$ cat config.mk
export PLATFORM = sky130hd
export DESIGN_NAME = conv_ctrl_p
export DESIGN_NICKNAME = d
export VERILOG_FILES = /design/src/rtl/conv_ctrl_p.sv
export SDC_FILE = /design/constraint.sdc
export NUM_CORES = 1
export LEC_CHECK = 0
export ABC_AREA = 1
export CORE_MARGIN = 1.5
export CORE_UTILIZATION = 65
export CTS_CLUSTER_DIAMETER = 100
export DETAILED_ROUTE_END_ITERATION = 8
export DONT_BUFFER_PORTS = 1
export PLACE_DENSITY = 0.81
export SYNTH_ARGS = -nofsm -noshare
export SYNTH_HDL_FRONTEND = slang
export SYNTH_SLANG_ARGS = --single-unit
export TNS_END_PERCENT = 100
$ cat constraint.sdc
create_clock -name clk -period 6.8 [get_ports clk]
set_clock_uncertainty 0.2 [all_clocks]
set_input_delay 1.02 -clock clk [delete_from_list [all_inputs] [get_ports clk]]
set_output_delay 1.02 -clock clk [all_outputs]
set_load 0.05 [all_outputs]
$ cat src/rtl/conv_ctrl_p.sv
// Convolution address/control sequencer: walks every kernel tap of every output pixel
// and channel, emitting RAM read addresses and MAC/write strobes aligned to the MAC pipe.
module conv_ctrl_p #(
    parameter int K        = 5,
    parameter int IN_W     = 32,
    parameter int IN_H     = 32,
    parameter int STRIDE   = 1,
    parameter int IN_CH    = 1,
    parameter int OUT_CH   = 6,
    parameter int FA_W     = 13,
    parameter int WA_W     = 10,
    parameter int OA_W     = 13,
    parameter int ADDR_LAT = 2,
    parameter int CLR_LAT  = 5,
    parameter int WR_LAT   = 9,
    localparam int BW      = (OUT_CH > 1) ? $clog2(OUT_CH) : 1
) (
    input  logic            clk,
    input  logic            rst,
    input  logic            start,
    input  logic            stall,
    output logic            busy,
    output logic            done,
    output logic [FA_W-1:0] f_raddr,
    output logic [WA_W-1:0] w_raddr,
    output logic [BW-1:0]   b_raddr,
    output logic            mac_en,
    output logic            mac_clr,
    output logic [OA_W-1:0] o_waddr,
    output logic            o_wr_en
);

    localparam int OUT_W = (IN_W - K) / STRIDE + 1;
    localparam int OUT_H = (IN_H - K) / STRIDE + 1;
    // All three latencies must be >= 2: stage 1 holds partial products, the
    // consumer stage finishes the sum as it loads the output register.
    localparam int PD0   = (ADDR_LAT > CLR_LAT) ? ADDR_LAT : CLR_LAT;
    localparam int PD    = ((PD0 > WR_LAT) ? PD0 : WR_LAT) - 1;

    typedef enum logic [1:0] {IDLE, RUN, FLUSH, DONE} state_t;

    typedef struct packed {
        logic [31:0] f0;     // ic*IN_W*IN_H + ox*STRIDE + kx
        logic [31:0] f1;     // input row: oy*STRIDE + ky
        logic [31:0] w0;     // (oc*IN_CH + ic)*K*K
        logic [31:0] w1;     // ky*K + kx
        logic [31:0] o0;     // oc*OUT_H*OUT_W
        logic [31:0] o1;     // oy*OUT_W + ox
        logic [31:0] b;
        logic        vld;
        logic        first;  // first tap of an output pixel
        logic        last;   // last tap of an output pixel
    } tap_t;

    state_t      state, state_n;
    logic [31:0] kx, ky, ic, ox, oy, oc;
    logic [31:0] flush_cnt;
    logic [5:0]  wrap;
    logic        tap_vld;
    tap_t        tap_in;
    tap_t        tp [1:PD];

    assign tap_vld = (state == RUN) && !stall;

    always_comb begin
        wrap    = '0;
        wrap[0] = (kx == 32'(K - 1));
        wrap[1] = wrap[0] && (ky == 32'(K - 1));
        wrap[2] = wrap[1] && (ic == 32'(IN_CH - 1));
        wrap[3] = wrap[2] && (ox == 32'(OUT_W - 1));
        wrap[4] = wrap[3] && (oy == 32'(OUT_H - 1));
        wrap[5] = wrap[4] && (oc == 32'(OUT_CH - 1));
    end

    always_ff @(posedge clk) begin
        if (rst) state <= IDLE;
        else     state <= state_n;
    end

    always_comb begin
        state_n = state;
        busy    = 1'b0;
        done    = 1'b0;
        case (state)
            IDLE: begin
                if (start) state_n = RUN;
            end
            RUN: begin
                busy = 1'b1;
                if (tap_vld && wrap[5]) state_n = FLUSH;
            end
            FLUSH: begin
                busy = 1'b1;
                if (flush_cnt == 32'(WR_LAT - 1)) state_n = DONE;
            end
            DONE: begin
                busy    = 1'b1;
                done    = 1'b1;
                state_n = IDLE;
            end
            default: state_n = IDLE;
        endcase
    end

    // FLUSH lasts exactly WR_LAT cycles so the final write lands just before DONE.
    always_ff @(posedge clk) begin
        if (rst || state != FLUSH) flush_cnt <= '0;
        else                       flush_cnt <= flush_cnt + 32'd1;
    end

    always_ff @(posedge clk) begin
        if (rst || state == IDLE) begin
            kx <= '0;
            ky <= '0;
            ic <= '0;
            ox <= '0;
            oy <= '0;
            oc <= '0;
        end else if (tap_vld) begin
            kx <= wrap[0] ? '0 : kx + 32'd1;
            if (wrap[0]) ky <= wrap[1] ? '0 : ky + 32'd1;
            if (wrap[1]) ic <= wrap[2] ? '0 : ic + 32'd1;
            if (wrap[2]) ox <= wrap[3] ? '0 : ox + 32'd1;
            if (wrap[3]) oy <= wrap[4] ? '0 : oy + 32'd1;
            if (wrap[4]) oc <= wrap[5] ? '0 : oc + 32'd1;
        end
    end

    always_comb begin
        tap_in       = '0;
        tap_in.f0    = ic * 32'(IN_W * IN_H) + ox * 32'(STRIDE) + kx;
        tap_in.f1    = oy * 32'(STRIDE) + ky;
        tap_in.w0    = (oc * 32'(IN_CH) + ic) * 32'(K * K);
        tap_in.w1    = ky * 32'(K) + kx;
        tap_in.o0    = oc * 32'(OUT_H * OUT_W);
        tap_in.o1    = oy * 32'(OUT_W) + ox;
        tap_in.b     = oc;
        tap_in.vld   = tap_vld;
        tap_in.first = (kx == '0) && (ky == '0) && (ic == '0);
        tap_in.last  = wrap[2];
    end

    // Stalled cycles push a bubble (vld=0) so downstream timing stays fixed.
    always_ff @(posedge clk) begin
        if (rst) begin
            for (int i = 1; i <= PD; i++) tp[i] <= '0;
        end else begin
            tp[1] <= tap_in;
            for (int i = 2; i <= PD; i++) tp[i] <= tp[i-1];
        end
    end

    always_ff @(posedge clk) begin
        if (rst) begin
            f_raddr <= '0;
            w_raddr <= '0;
            b_raddr <= '0;
            mac_en  <= 1'b0;
            mac_clr <= 1'b0;
            o_wr_en <= 1'b0;
            o_waddr <= '0;
        end else begin
            if (tp[ADDR_LAT-1].vld) begin
                f_raddr <= FA_W'(tp[ADDR_LAT-1].f0 + tp[ADDR_LAT-1].f1 * 32'(IN_W));
                w_raddr <= WA_W'(tp[ADDR_LAT-1].w0 + tp[ADDR_LAT-1].w1);
                b_raddr <= BW'(tp[ADDR_LAT-1].b);
            end
            mac_en  <= tp[CLR_LAT-1].vld;
            mac_clr <= tp[CLR_LAT-1].vld & tp[CLR_LAT-1].first;
            o_wr_en <= tp[WR_LAT-1].vld & tp[WR_LAT-1].last;
            if (tp[WR_LAT-1].vld && tp[WR_LAT-1].last)
                o_waddr <= OA_W'(tp[WR_LAT-1].o0 + tp[WR_LAT-1].o1);
        end
    end

endmodule

# [After elaboration in Yosys (flattened, before gate mapping)]
# Memory sizes are Yosys's and may differ from the RTL's.
# Cells that the tools add are included.
[totals] out_inout_bits=44 mem_count=1 regBits=268 input_bits=4 mem_bits_rw=1816
[op_classes] reduce_logical=24 mul=4 bitwise=10 n_mux=23 n_addsub=16 n_eq_ne=13
[memory_table] name="tp" depth=8 word_bits=227 rd=8 rd_clocked_by_memory_dff=0 wr=8 line_no="61" rtl="tap_t tp [1:PD];"
[ops] cell="$mux W227" count=8
[ops] cell="$add A32 B1 Y32 const B" count=7
[ops] cell="$add A32 B32 Y32" count=6
[ops] cell="$mux W32" count=6
[ops] cell="$eq A32 B3 Y1 const B" count=3
[ops] cell="$logic_not A32 Y1" count=3
[ops] cell="$eq A32 B5 Y1 const B" count=2
[ops] cell="$eq A32 B4 Y1 const B" count=1
[ops] cell="$mul A32 B3 Y30 const B" count=1
[ops] cell="$mul A32 B3 Y32 const B" count=1
[ops] cell="$mul A32 B5 Y32 const B" count=1
[ops] cell="$mul A32 B6 Y28 const B" count=1
[ops] cell="$add A13 B13 Y13" count=2
[ops] cell="$add A10 B10 Y10" count=1
[ops] cell="$logic_and A1 B1 Y1" count=10
[ops] cell="$reduce_and A2 Y1" count=5
[ops] cell="$or A1 B1 Y1" count=8
[ops] cell="$pmux W2 S4" count=1
[ops] cell="$mux W2" count=3
[ops] cell="$ne A2 B2 Y1 const B" count=3
[ops] cell="$mux W1" count=5
[ops] cell="$eq A2 B2 Y1 const B" count=2
[ops] cell="$reduce_and A3 Y1" count=1
[ops] cell="$reduce_or A3 Y1" count=1
[ops] cell="other kinds (6)" count=8

# [Depth between registers and ports, before layout]
[logic_depth] ltp_word=9 ltp_mapped=21

# [Worst setup path after synthesis]
# OpenSTA, ideal clock, no wires.
[synth_path] kind="register to register" start="register ic[0]" end="register tp[0][367] (netlist name)" path_stages_with_launch=22 t_arrival_ns=3.645 period_less_slack_ns=3.960 setup_slack_ns=2.840 n_path_buf=0 path_cell_list="dfxtp_1 -> ha_1 -> inv_1 -> fa_1 -> or2_2 -> nand2_1 -> ha_1 -> ha_1 -> inv_1 -> fa_1 -> inv_1 -> ha_1 -> a21oi_1 -> nand2_1 -> nand2_1 -> nand2_1 -> a21oi_1 -> inv_1 -> nand3_1 -> nand3_1 -> nand2_1 -> nor2_1"
[synth_rtl] element="from (decl)" line_no="56" rtl="logic [31:0] kx, ky, ic, ox, oy, oc;"
[synth_rtl] element="from (signal assigned)" line_no="122" rtl="if (wrap[1]) ic <= wrap[2] ? '0 : ic + 32'd1;"

==> run_summary.xml <==
<?xml version="1.0" encoding="UTF-8"?>
<metrics>
  <group name="run_status">
    <metric name="outcome" unit="">completed</metric>
  </group>
  <group name="worst_setup_path">
    <metric name="path_common_cell" unit="">nand2_1</metric>
    <metric name="timing.critical_path.slowest_stage_cell" unit="">dfxtp_1</metric>
    <metric name="arrival" unit="ns">4.59</metric>
    <metric name="worstPathBufferInverterCount" unit="">4</metric>
    <metric name="timing.critical_path.cells" unit="">ha_1, inv_1, fa_1, or2_2, nand2_1, ha_1, ha_1, inv_1, fa_1, inv_1, ha_1, a21oi_1, nand2_1, nand2_1, nand2_1, a21oi_1, inv_1, nand3_1, nand3_1, nand2_1, nor2_1</metric>
    <metric name="worst-path-max-fanout" unit="">8</metric>
    <metric name="worst_ep_required_time" unit="ns">7.10</metric>
    <metric name="critical_path.max_stage_delay" unit="ns">0.53</metric>
    <metric name="end_kind" unit="">flop</metric>
    <metric name="crit_type" unit="">reg -&gt; reg</metric>
    <metric name="setup.worst_path.start_class" unit="">flop</metric>
    <metric name="critPathTopFamily" unit="">adder cells</metric>
  </group>
  <group name="synthesis">
    <metric name="post_synth_edffs" unit="">0</metric>
    <metric name="synth-seq-area-share" unit="%">37.08</metric>
    <metric name="yosys_warnings" unit="">0</metric>
    <metric name="yosysTopAreaCell" unit="">dfxtp_1</metric>
    <metric name="syn-instance-count" unit="">3830</metric>
    <metric name="post-synth-top-area-fraction" unit="%">37.08</metric>
    <metric name="synthArstFlopShare" unit="%">0</metric>
    <metric name="synth_fp_nets" unit="">4020</metric>
    <metric name="synth.cell_area" unit="mm²">0.02721</metric>
    <metric name="post_synth_num_cell_types" unit="">53</metric>
    <metric name="synth_flop_cell" unit="">dfxtp_1</metric>
    <metric name="synth_seq_cells" unit="">504</metric>
    <metric name="synth.area.top_cells" unit="">dfxtp_1 (37%), nand2_1 (8.8%), nor2_1 (8.3%), inv_1 (7.8%), ha_1 (7.1%)</metric>
    <metric name="syn_area_per_cell" unit="µm²">7.105</metric>
  </group>
  <group name="grt">
    <metric name="grt_antenna_before_repair" unit="">0</metric>
    <metric name="grtUsageMet3" unit="%">4.206</metric>
    <metric name="groute.layer.met2.usage" unit="%">48.43</metric>
    <metric name="grt.met1_usage" unit="%">39.98</metric>
    <metric name="global_route_wire_length_before_repair" unit="mm">106.5</metric>
    <metric name="grt_usage" unit="%">29.64</metric>
    <metric name="grt.busiest_layer" unit="">met2</metric>
    <metric name="number_of_global_route_vias_before_repair" unit="">21940</metric>
    <metric name="grt_overflow_total" unit="">0</metric>
    <metric name="grt_start_max_net_pins" unit="">224</metric>
  </group>
  <group name="place">
    <metric name="detailedPlacementHpwl" unit="mm">46.49</metric>
    <metric name="post-place-ws" unit="ns">2.528</metric>
    <metric name="place.port_buffers" unit="">0</metric>
    <metric name="placement.cell_area" unit="mm²">0.02746</metric>
    <metric name="place.gp.congestion" unit="">0.9646</metric>
  </group>
  <group name="floorplanning">
    <metric name="io-pin-count" unit="">48</metric>
    <metric name="placeableCoreArea" unit="mm²">0.04111</metric>
    <metric name="row_count" unit="">74</metric>
    <metric name="initial_core_util" unit="%">66.19</metric>
    <metric name="dieHeight" unit="µm">207.6</metric>
    <metric name="floorplan.die.width" unit="µm">207.6</metric>
    <metric name="fp.dieArea" unit="mm²">0.04310</metric>
  </group>
  <group name="routing">
    <metric name="detail_route.wirelength" unit="mm">64.58</metric>
    <metric name="route.detailed.wl_per_inst" unit="µm">14.81</metric>
    <metric name="drtPass1Iterations" unit="">6</metric>
    <metric name="routed_antenna_nets" unit="">0</metric>
    <metric name="drt_drc_violations_left" unit="">0</metric>
    <metric name="avgViaCountPerCell" unit="">5.512</metric>
    <metric name="first_iter_violations" unit="">2100</metric>
    <metric name="detailroute.via_count" unit="">24040</metric>
  </group>
  <group name="final_layout">
    <metric name="ratio_of_cells_with_drive_above_1_in_the_final_layout" unit="%">4.022</metric>
    <metric name="final_nets" unit="">3978</metric>
    <metric name="antenna_cells_inserted" unit="">0</metric>
    <metric name="flow.area_growth_from_synthesis" unit="%">7.577</metric>
    <metric name="fillers" unit="">3437</metric>
    <metric name="layout.cell_area.non_filler" unit="mm²">0.02927</metric>
  </group>
  <group name="cts">
    <metric name="clock_path_buffers" unit="">3</metric>
    <metric name="cts.clk_slew.worst_paths" unit="ns">0.06</metric>
    <metric name="cts_tree" unit="">done</metric>
    <metric name="cts.repair_timing.setup_buffer_count" unit="">0</metric>
    <metric name="clock_tree.htree_level_count" unit="">2</metric>
    <metric name="clock_latency" unit="ns">0.63</metric>
    <metric name="cts_hold_buf" unit="">0</metric>
    <metric name="numCtsBuffers" unit="">53</metric>
    <metric name="root_buffer" unit="">clkbuf_16</metric>
    <metric name="postcts_resize_cnt" unit="">0</metric>
    <metric name="clock_sink_count" unit="">504</metric>
  </group>
  <group name="sta">
    <metric name="setup_violations" unit="">0</metric>
    <metric name="max_slew.worst_pin.slew" unit="ns">1.058</metric>
    <metric name="fin_ws" unit="ns">2.507</metric>
    <metric name="final_min_period" unit="ns">4.293</metric>
    <metric name="rsz0062_at_grt" unit="">false</metric>
    <metric name="achievable-frequency" unit="MHz">233.0</metric>
    <metric name="slew-limit-headroom" unit="%">29.27</metric>
    <metric name="timing.setup.tns" unit="ns">0</metric>
    <metric name="period_share" unit="%">63.13</metric>
    <metric name="timing_hold_violations_final" unit="">0</metric>
    <metric name="report.final.slew_viol_count" unit="">0</metric>
  </group>
  <group name="pwr">
    <metric name="power.density" unit="mW/mm²">217.1</metric>
    <metric name="p_total" unit="mW">6.356</metric>
    <metric name="vdd.ir_drop.worst" unit="µV">244.8</metric>
    <metric name="power.leakage" unit="nW">11.77</metric>
  </group>
  <group name="job">
    <metric name="drv_cap" unit="">0</metric>
  </group>
  <group name="min_path">
    <metric name="timing.hold.worst.class" unit="">reg -&gt; reg</metric>
  </group>
</metrics>
cells in the mapped netlist, types with 6 or more instances:
| cell type | number |
|---|---|
| a211oi_1 | 8 |
| a21oi_1 | 283 |
| a31oi_1 | 6 |
| buf_2 | 19 |
| buf_6 | 6 |
| clkbuf_1 | 73 |
| dfxtp_1 | 504 |
| fa_1 | 32 |
| ha_1 | 154 |
| inv_1 | 568 |
| inv_2 | 8 |
| nand2_1 | 640 |
| nand2_2 | 7 |
| nand3_1 | 208 |
| nand3b_1 | 37 |
| nand4_1 | 108 |
| nor2_1 | 603 |
| nor2_2 | 6 |
| nor2_4 | 6 |
| nor3_1 | 137 |
| nor3b_1 | 17 |
| nor4_1 | 31 |
| o211ai_1 | 8 |
| o21a_1 | 8 |
| o21ai_0 | 120 |
| or2_0 | 17 |
| or2_1 | 6 |
| or2_2 | 16 |
| xnor2_1 | 45 |
| xor2_1 | 98 |
worst paths after layout:
check              from          to  slack, ns  cells after the start
max               ic[0]  tp[0][367]       2.51                     21
min          tp[0][497]  tp[0][724]       0.19                      2
max reg2reg       ic[0]  tp[0][367]       2.51                     21
min reg2reg  tp[0][497]  tp[0][724]       0.19                      2
where the power goes:
| part | total [mW] | internal (mW) | switching [mW] |
|---|---|---|---|
| combinational | 0.340 | 0.0671 | 0.273 |
| clock | 2.95 | 1.70 | 1.25 |
| sequential | 3.06 | 2.98 | 0.0825 |
| total | 6.36 | 4.75 | 1.61 |
kinds of logic after synthesis:
logic type	share of synthesized area, %
adder cells (fa/ha/maj)	9.435
AO/OA/AOI/OAI	8.741
AND/OR/NAND/NOR	30.34
buffers and inverters	9.803
flip-flops	37.08
XOR/XNOR	4.603
tightest hold or removal path, cell delays in order, from the launching register on:
cell and delay (ns):
dfxtp_1 0.30, inv_1 0.04, nor2_1 0.03
metrics by stage:
| stage | instances | utilization (%) | hold slack [ns] |
|---|---|---|---|
| 3_5_place_dp | 4265 | 66.80 | 0.1923 |
| 2_1_floorplan | 3830 | - | 0.1883 |
| 3_3_place_gp | 4265 | 66.80 | 0.1890 |
| 5_1_grt | 4361 | 71.21 | 0.2008 |
| 4_1_cts | 4361 | 71.21 | 0.1964 |
| 6_report | 4361 | 71.21 | 0.1898 |
sequential cells by signal, summed over array words and instances, names as in the netlist:
signal     cells
tp           237
flush_cnt     32
ic            32
kx            32
ky            32
oc            32
ox            32
oy            32
f_raddr       13
o_waddr       13
w_raddr       10
b_raddr        3
state          2
mac_clr        1
o_wr_en        1
cell usage in the layout, fill, tap and decap left out, types with 12 or more instances in the layout:
cell / synthesis / layout
nand3_1: 208 / 208
nor2_1: 603 / 603
ha_1: 154 / 154
a21oi_1: 283 / 283
inv_1: 568 / 566
nand4_1: 108 / 108
fa_1: 32 / 32
clkbuf_8: 0 / 12
nor4_1: 31 / 31
nand3b_1: 37 / 37
or2_0: 17 / 17
o21ai_0: 120 / 120
clkbuf_16: 0 / 53
xnor2_1: 45 / 45
nor3b_1: 17 / 17
nor3_1: 137 / 137
or2_2: 16 / 16
dfxtp_1: 504 / 504
nand2_1: 640 / 640
xor2_1: 98 / 98
metal layers:
| metal | vias to the layer above | wire length [µm] | part of all wire, % |
|---|---|---|---|
| met5 | - | 0 | 0 |
| met2 | 811 | 29150 | 45 |
| met1 | 10880 | 28920 | 45 |
| met4 | 0 | 2114 | 3.3 |
| li1 | 12200 | - | - |
| met3 | 151 | 4398 | 6.8 |
layout make-up:
cell class | count | area, µm² | share of cell area, %
Multi-Input combinational cell | 2639 | 14460 | 49.38
Sequential cell | 504 | 10090 | 34.47
Inverter | 583 | 2200 | 7.514
Clock buffer | 72 | 1518 | 5.184
Tap cell | 532 | 665.6 | 2.274
Clock inverter | 24 | 294.0 | 1.004
Timing Repair Buffer | 7 | 52.55 | 0.1795
No activity file was read; power rests on OpenSTA's default activity.
